<file path="src/rtl/clk_div_prog.sv">
// Purpose: programmable integer clock divider with 50% duty for even and odd divisors.
// Latency: a loaded divisor takes effect at the next period boundary (at most D_old+1 cycles).
// Backpressure: none; div_load is always accepted, and a later load overwrites an unapplied one.
//
// Ports:
//   clk_in      source clock (posedge logic, plus one negedge retime flop)
//   reset       asynchronous active-low reset
//   div_in      divisor value captured by div_load
//   div_load    single-cycle strobe that captures div_in as the pending divisor
//   div_active  divisor currently in effect
//   div_pending high while a captured divisor waits for the period boundary
//   clk_out     divided clock
//   rise_tick   one clk_in cycle pulse at the start of each clk_out period
//   period_cnt  wrapping count of completed clk_out periods
module clk_div_prog #(
  parameter int DIV_W       = 8,
  parameter int DEFAULT_DIV = 2,
  parameter int PCNT_W      = 8
) (
  input  logic              clk_in,
  input  logic              reset,
  input  logic [DIV_W-1:0]  div_in,
  input  logic              div_load,
  output logic [DIV_W-1:0]  div_active,
  output logic              div_pending,
  output logic              clk_out,
  output logic              rise_tick,
  output logic [PCNT_W-1:0] period_cnt
);

  localparam logic [DIV_W-1:0]  DEF_DIV = DIV_W'(DEFAULT_DIV);
  localparam logic [DIV_W-1:0]  DIV_ONE = DIV_W'(1);
  localparam logic [PCNT_W-1:0] PCNT_ONE = PCNT_W'(1);

  logic [DIV_W-1:0]  cnt_q, cnt_d;
  logic [DIV_W-1:0]  div_q, div_d;
  logic [DIV_W-1:0]  pend_q, pend_d;
  logic              pending_q, pending_d;
  logic              p_q, p_d;
  logic              n_q;
  logic              tick_q, tick_d;
  logic              started_q, started_d;
  logic [PCNT_W-1:0] pcnt_q, pcnt_d;

  logic              low_div;
  logic              last_cnt;
  logic              at_end;
  logic              apply;
  logic              wrap;
  logic [DIV_W-1:0]  new_div;
  logic [DIV_W-1:0]  eff_div;
  logic [DIV_W-1:0]  half_up;
  logic [DIV_W-1:0]  cnt_nxt;

  always_comb begin
    // D of 0 or 1 has no phase counter, so any pending divisor may apply on the next edge.
    low_div  = (div_q[DIV_W-1:1] == '0);
    last_cnt = (cnt_q == div_q - DIV_ONE);
    at_end   = started_q & (low_div | last_cnt);
    // A load arriving on the period-end edge is applied directly; at D<2 a load is
    // only captured and applies one edge later.
    apply    = at_end & (pending_q | (div_load & ~low_div));
    new_div  = div_load ? div_in : pend_q;
    // A period completes on every edge at D=1, and on counter wrap for D>=2.
    // The very first edge after reset opens a period rather than closing one.
    wrap     = started_q & ((div_q == DIV_ONE) | (~low_div & last_cnt));
    eff_div  = apply ? new_div : div_q;
    // ceil(D/2) without widening: no overflow at the maximum divisor.
    half_up  = (eff_div >> 1) + {{(DIV_W-1){1'b0}}, eff_div[0]};
    cnt_nxt  = (!started_q || apply || last_cnt) ? '0 : cnt_q + DIV_ONE;

    cnt_d     = cnt_q;
    p_d       = p_q;
    tick_d    = 1'b0;
    div_d     = div_q;
    pend_d    = pend_q;
    pending_d = pending_q;
    pcnt_d    = pcnt_q;
    started_d = 1'b1;

    if (apply) begin
      div_d     = new_div;
      pending_d = 1'b0;
    end else if (div_load) begin
      pend_d    = div_in;
      pending_d = 1'b1;
    end

    if (wrap) begin
      pcnt_d = pcnt_q + PCNT_ONE;
    end

    if (eff_div == '0) begin
      cnt_d  = '0;
      p_d    = 1'b0;
      tick_d = 1'b0;
    end else if (eff_div == DIV_ONE) begin
      cnt_d  = '0;
      p_d    = 1'b0;
      tick_d = 1'b1;
    end else begin
      cnt_d  = cnt_nxt;
      p_d    = (cnt_nxt < half_up);
      tick_d = (cnt_nxt == '0);
    end
  end

  always_ff @(posedge clk_in or negedge reset) begin
    if (!reset) begin
      cnt_q     <= '0;
      div_q     <= DEF_DIV;
      pend_q    <= '0;
      pending_q <= 1'b0;
      p_q       <= 1'b0;
      tick_q    <= 1'b0;
      started_q <= 1'b0;
      pcnt_q    <= '0;
    end else begin
      cnt_q     <= cnt_d;
      div_q     <= div_d;
      pend_q    <= pend_d;
      pending_q <= pending_d;
      p_q       <= p_d;
      tick_q    <= tick_d;
      started_q <= started_d;
      pcnt_q    <= pcnt_d;
    end
  end

  // Half-cycle delayed copy of the high phase; ANDing it in trims the odd-D high
  // phase by half a cycle at the start, giving an x.5 high / x.5 low waveform.
  always_ff @(negedge clk_in or negedge reset) begin
    if (!reset) begin
      n_q <= 1'b0;
    end else begin
      n_q <= p_q;
    end
  end

  always_comb begin
    clk_out = 1'b0;
    if (div_q == '0) begin
      clk_out = 1'b0;
    end else if (div_q == DIV_ONE) begin
      // Bypass, held low until the first edge after reset.
      clk_out = clk_in & started_q;
    end else if (div_q[0]) begin
      clk_out = p_q & n_q;
    end else begin
      clk_out = p_q;
    end
  end

  assign div_active  = div_q;
  assign div_pending = pending_q;
  assign rise_tick   = tick_q;
  assign period_cnt  = pcnt_q;

endmodule

</file>
<file path="config.mk">
export PLATFORM = sky130hd
export DESIGN_NAME = clk_div_prog
export DESIGN_NICKNAME = d
export VERILOG_FILES = /design/src/rtl/clk_div_prog.sv
export SDC_FILE = /design/constraint.sdc
export NUM_CORES = 1
export LEC_CHECK = 0
export ABC_AREA = 0
export BUFFER_PORTS_ARGS = -buffer_cell sky130_fd_sc_hd__buf_2
export CAP_MARGIN = 25
export CORE_UTILIZATION = 63
export DETAILED_ROUTE_END_ITERATION = 6
export GPL_TIMING_DRIVEN = 0
export PLACE_DENSITY = 0.85
export SYNTH_ARGS = -nofsm -noshare
export SYNTH_HDL_FRONTEND = slang
export SYNTH_SLANG_ARGS = --single-unit
</file>
<file path="constraint.sdc">
create_clock -name clk_in -period 13.8 [get_ports clk_in]
set_input_delay 2.76 -clock clk_in [delete_from_list [all_inputs] [get_ports clk_in]]
set_output_delay 2.76 -clock clk_in [all_outputs]
set_load 0.005 [all_outputs]
</file>
==> summary.md <==
| Metric | Value |
|---|---|
| R2R setup slack | `6.37 ns` |
| Synthesized instance count | `276` |
| Internal power | `0.330 mW` |
| DRC errors left | `0` |
| Post CTS Setup Buffer Count | `0` |
| Diodes inserted | `0` |
| Final ANT Viol Nets | `0` |
| Area leader, netlist | `dfrtp_1` |
| Setup TNS | `0 ns` |
| Io pins | `30` |
| Actual slew at the worst max-slew pin | `0.879 ns` |
| Worst EP required | `11.04 ns` |
| Hold WC Path Type | `flip-flop to flip-flop` |
| Detailed placer's ending HPWL | `4.37 mm` |
| Reg power frac | `0.293` |
| Resized Gates After CTS | `0` |
| Share of cells above drive strength 1 | `0.222` |
| First-pass GRT wire length | `10.1 mm` |
| Pwr Total | `0.559 mW` |
| GR Util All Layers | `0.315` |
| Post-synth ARST share | `1.00` |
| # rows | `23` |
| Die W | `66.8 um` |
| Layout Nets | `340` |
| Drt wl/cell | `17.1 um` |
| CP max stage delay | `0.33 ns` |
| Clk_lat worst skew | `0.42 ns` |
| TritonRoute pass-1 iters | `5` |
| Commonest non-fill, non-tap cell in the layout | `dfrtp_1` |
| Max Clock Skew | `0.0172 ns` |
| Global placer's final weighted congestion | `0.901` |
| Chip height | `66.8 um` |
| Via count of the first global-routing pass | `2,191` |
| Port Buf Inserts | `28` |
| Clock Power Share | `0.227` |
| Via count | `2,284` |
| Syn avg cell area | `9.58 sq um` |
| Crit path max fanout | `2` |
| Die ar. | `0.00446 sq mm` |
| Ys flop type | `dfrtp_1` |
| Kind of critical path | `flip-flop to output port` |
| Largest net degree at the start of global routing | `38` |
| Core ar. | `0.00403 sq mm` |
| Sw Share | `0.410` |
| CP endpoint | `clk_out` |
| Hold buffers post-CTS | `0` |
| CP arrival | `8.39 ns` |
| Clk slew on worst S/H paths | `0.08 ns` |
| Final Cell Area | `0.00301 sq mm` |
| Initial core utilization | `0.657` |
| Layout overhead on the synthesized area | `13.8%` |
| CP max stage cell | `dfrtn_1` |
| Sequential area share after synthesis | `0.351` |
| Syn_nets | `302` |
| Initial antenna violation count | `0` |
| EDFF count, synth | `0` |
| Part of the power in combinational logic | `0.480` |
| Worst vdd ir | `0.131 mV` |
| Mapped cell area | `0.00265 sq mm` |
| Routed Wire Length | `6.22 mm` |
| Most frequent cells in the layout | `dfrtp_1, buf_2, nor2_1, xnor2_1, nand2_1` |
| Syn. warnings | `0` |
| Final hold vios | `0` |
| Area contributors post-synth | `dfrtp_1, ha_1, xnor2_1` |
| R2R cell count | `0` |
| Unrepaired setup endpoints after global routing | `false` |
| Worst hold stages | `1` |
| Placed cell area | `0.00285 sq mm` |
| Worst setup path start | `n_q` |
| Slew Limit Fails | `0` |
| Reg-to-Reg Start | `p_q` |
| DP Worst Slack | `3.14 ns` |
| Vias/cell | `6.26` |
| CP startpoint kind | `flip-flop` |
| FF+latch count, synth | `37` |
| GRT Residual Overflow | `0` |
| Number of setup violations in the final report | `0` |
| Net switching power | `0.229 mW` |
| Hold slack final | `0.478 ns` |
| Max-slew headroom | `0.409` |
| Nature of the critical path endpoint | `output port` |
| CTS tree | `done` |
| Maximum Capacitance Violations | `0` |
| Yosys top cell area share | `0.331` |
| DR iter-0 viols | `196` |
| Worst Slack Setup Final | `2.65 ns` |
| Pleak | `1.35 nW` |
| RR Endpoint | `n_q` |
| P per Cell Area | `186 mW/mm^2` |
| Status | `completed` |
| Crit path cell chain | `o21ai_0 > nor2_1 > a41oi_1 > o22ai_1 > buf_2` |
| Unique masters post-synth | `62` |
[stage by stage]
| stage | std cells | util |
|---|---|---|
| 5_1_grt | 365 | 0.747 |
| 3_3_place_gp | 354 | 0.707 |
| 4_1_cts | 365 | 0.747 |
| 2_1_floorplan | 276 | - |
| 6_report | 365 | 0.747 |
| 3_5_place_dp | 354 | 0.707 |
[worst max-delay path, delay by kind of cell, from the launching register on]
family	cells	cell delay, ns
AO/OA/AOI/OAI	3	0.51
buffers and inverters	1	0.17
flip-flops	1	0.33
AND/OR/NAND/NOR	1	0.07
[cells in the mapped netlist (6+ instances only)]
cell type / number
and3_1: 9
nor2_1: 20
ha_1: 15
o21ai_1: 6
nor2b_1: 6
nor3_1: 13
xnor2_1: 19
nand3_1: 11
dfrtp_1: 35
o21ai_0: 6
nand2_1: 18
mux2_2: 9
mux2i_1: 6
clkbuf_1: 7
xor2_1: 10
a21oi_1: 7
inv_1: 8
[final cells by class]
type	count	area [sq um]
flip-flops and latches	37	927
clock inverters	2	37.5
multi-input cells	219	1620
clock buffers	10	129
plain buffers	12	63.8
well taps	50	62.6
fillers	292	1020
repair buffers	27	135
inverters	8	30.0
[power by group through the flow]
stage,Combinational (mW),Clock (mW),Sequential [mW]
2_1_floorplan,0.197,0.00228,0.159
3_3_place_gp,0.249,0.00310,0.164
3_5_place_dp,0.261,0.00310,0.165
4_1_cts,0.264,0.127,0.163
5_1_grt,0.296,0.133,0.167
6_report,0.268,0.127,0.164
[metal layers]
| metal | up-vias | track usage | share of wire |
|---|---|---|---|
| li1 | 1070 | - | - |
| met1 | 1103 | 0.379 | 0.44 |
| met2 | 88 | 0.506 | 0.48 |
| met3 | 23 | 0.0908 | 0.048 |
| met4 | 0 | 0.162 | 0.029 |
| met5 | - | 0 | 0 |
[registers in the layout (all words and copies together) (netlist names)]
register     count
period_cnt       8
cnt_q            8
started_q        1
pend_q           8
p_q              1
div_active       8
div_pending      1
n_q              1
rise_tick        1
[worst min path at each step]
stage             startpoint       endpoint  slack, ns
2_1_floorplan      pend_q[5]      pend_q[5]       0.44
3_3_place_gp       pend_q[5]      pend_q[5]       0.46
3_5_place_dp   period_cnt[7]  period_cnt[7]       0.46
4_1_cts        period_cnt[7]  period_cnt[7]       0.48
5_1_grt        period_cnt[7]  period_cnt[7]       0.51
6_report       period_cnt[7]  period_cnt[7]       0.48
[cells by family after synthesis]
logic type | synth area share
compound gates | 0.149
xor+xnor | 0.0960
fa+ha+maj | 0.0710
buf+inv | 0.0355
flops | 0.351
mux | 0.0610
other cells | 0.00142
simple gates | 0.236
No activity file was read; power rests on OpenSTA's default activity.
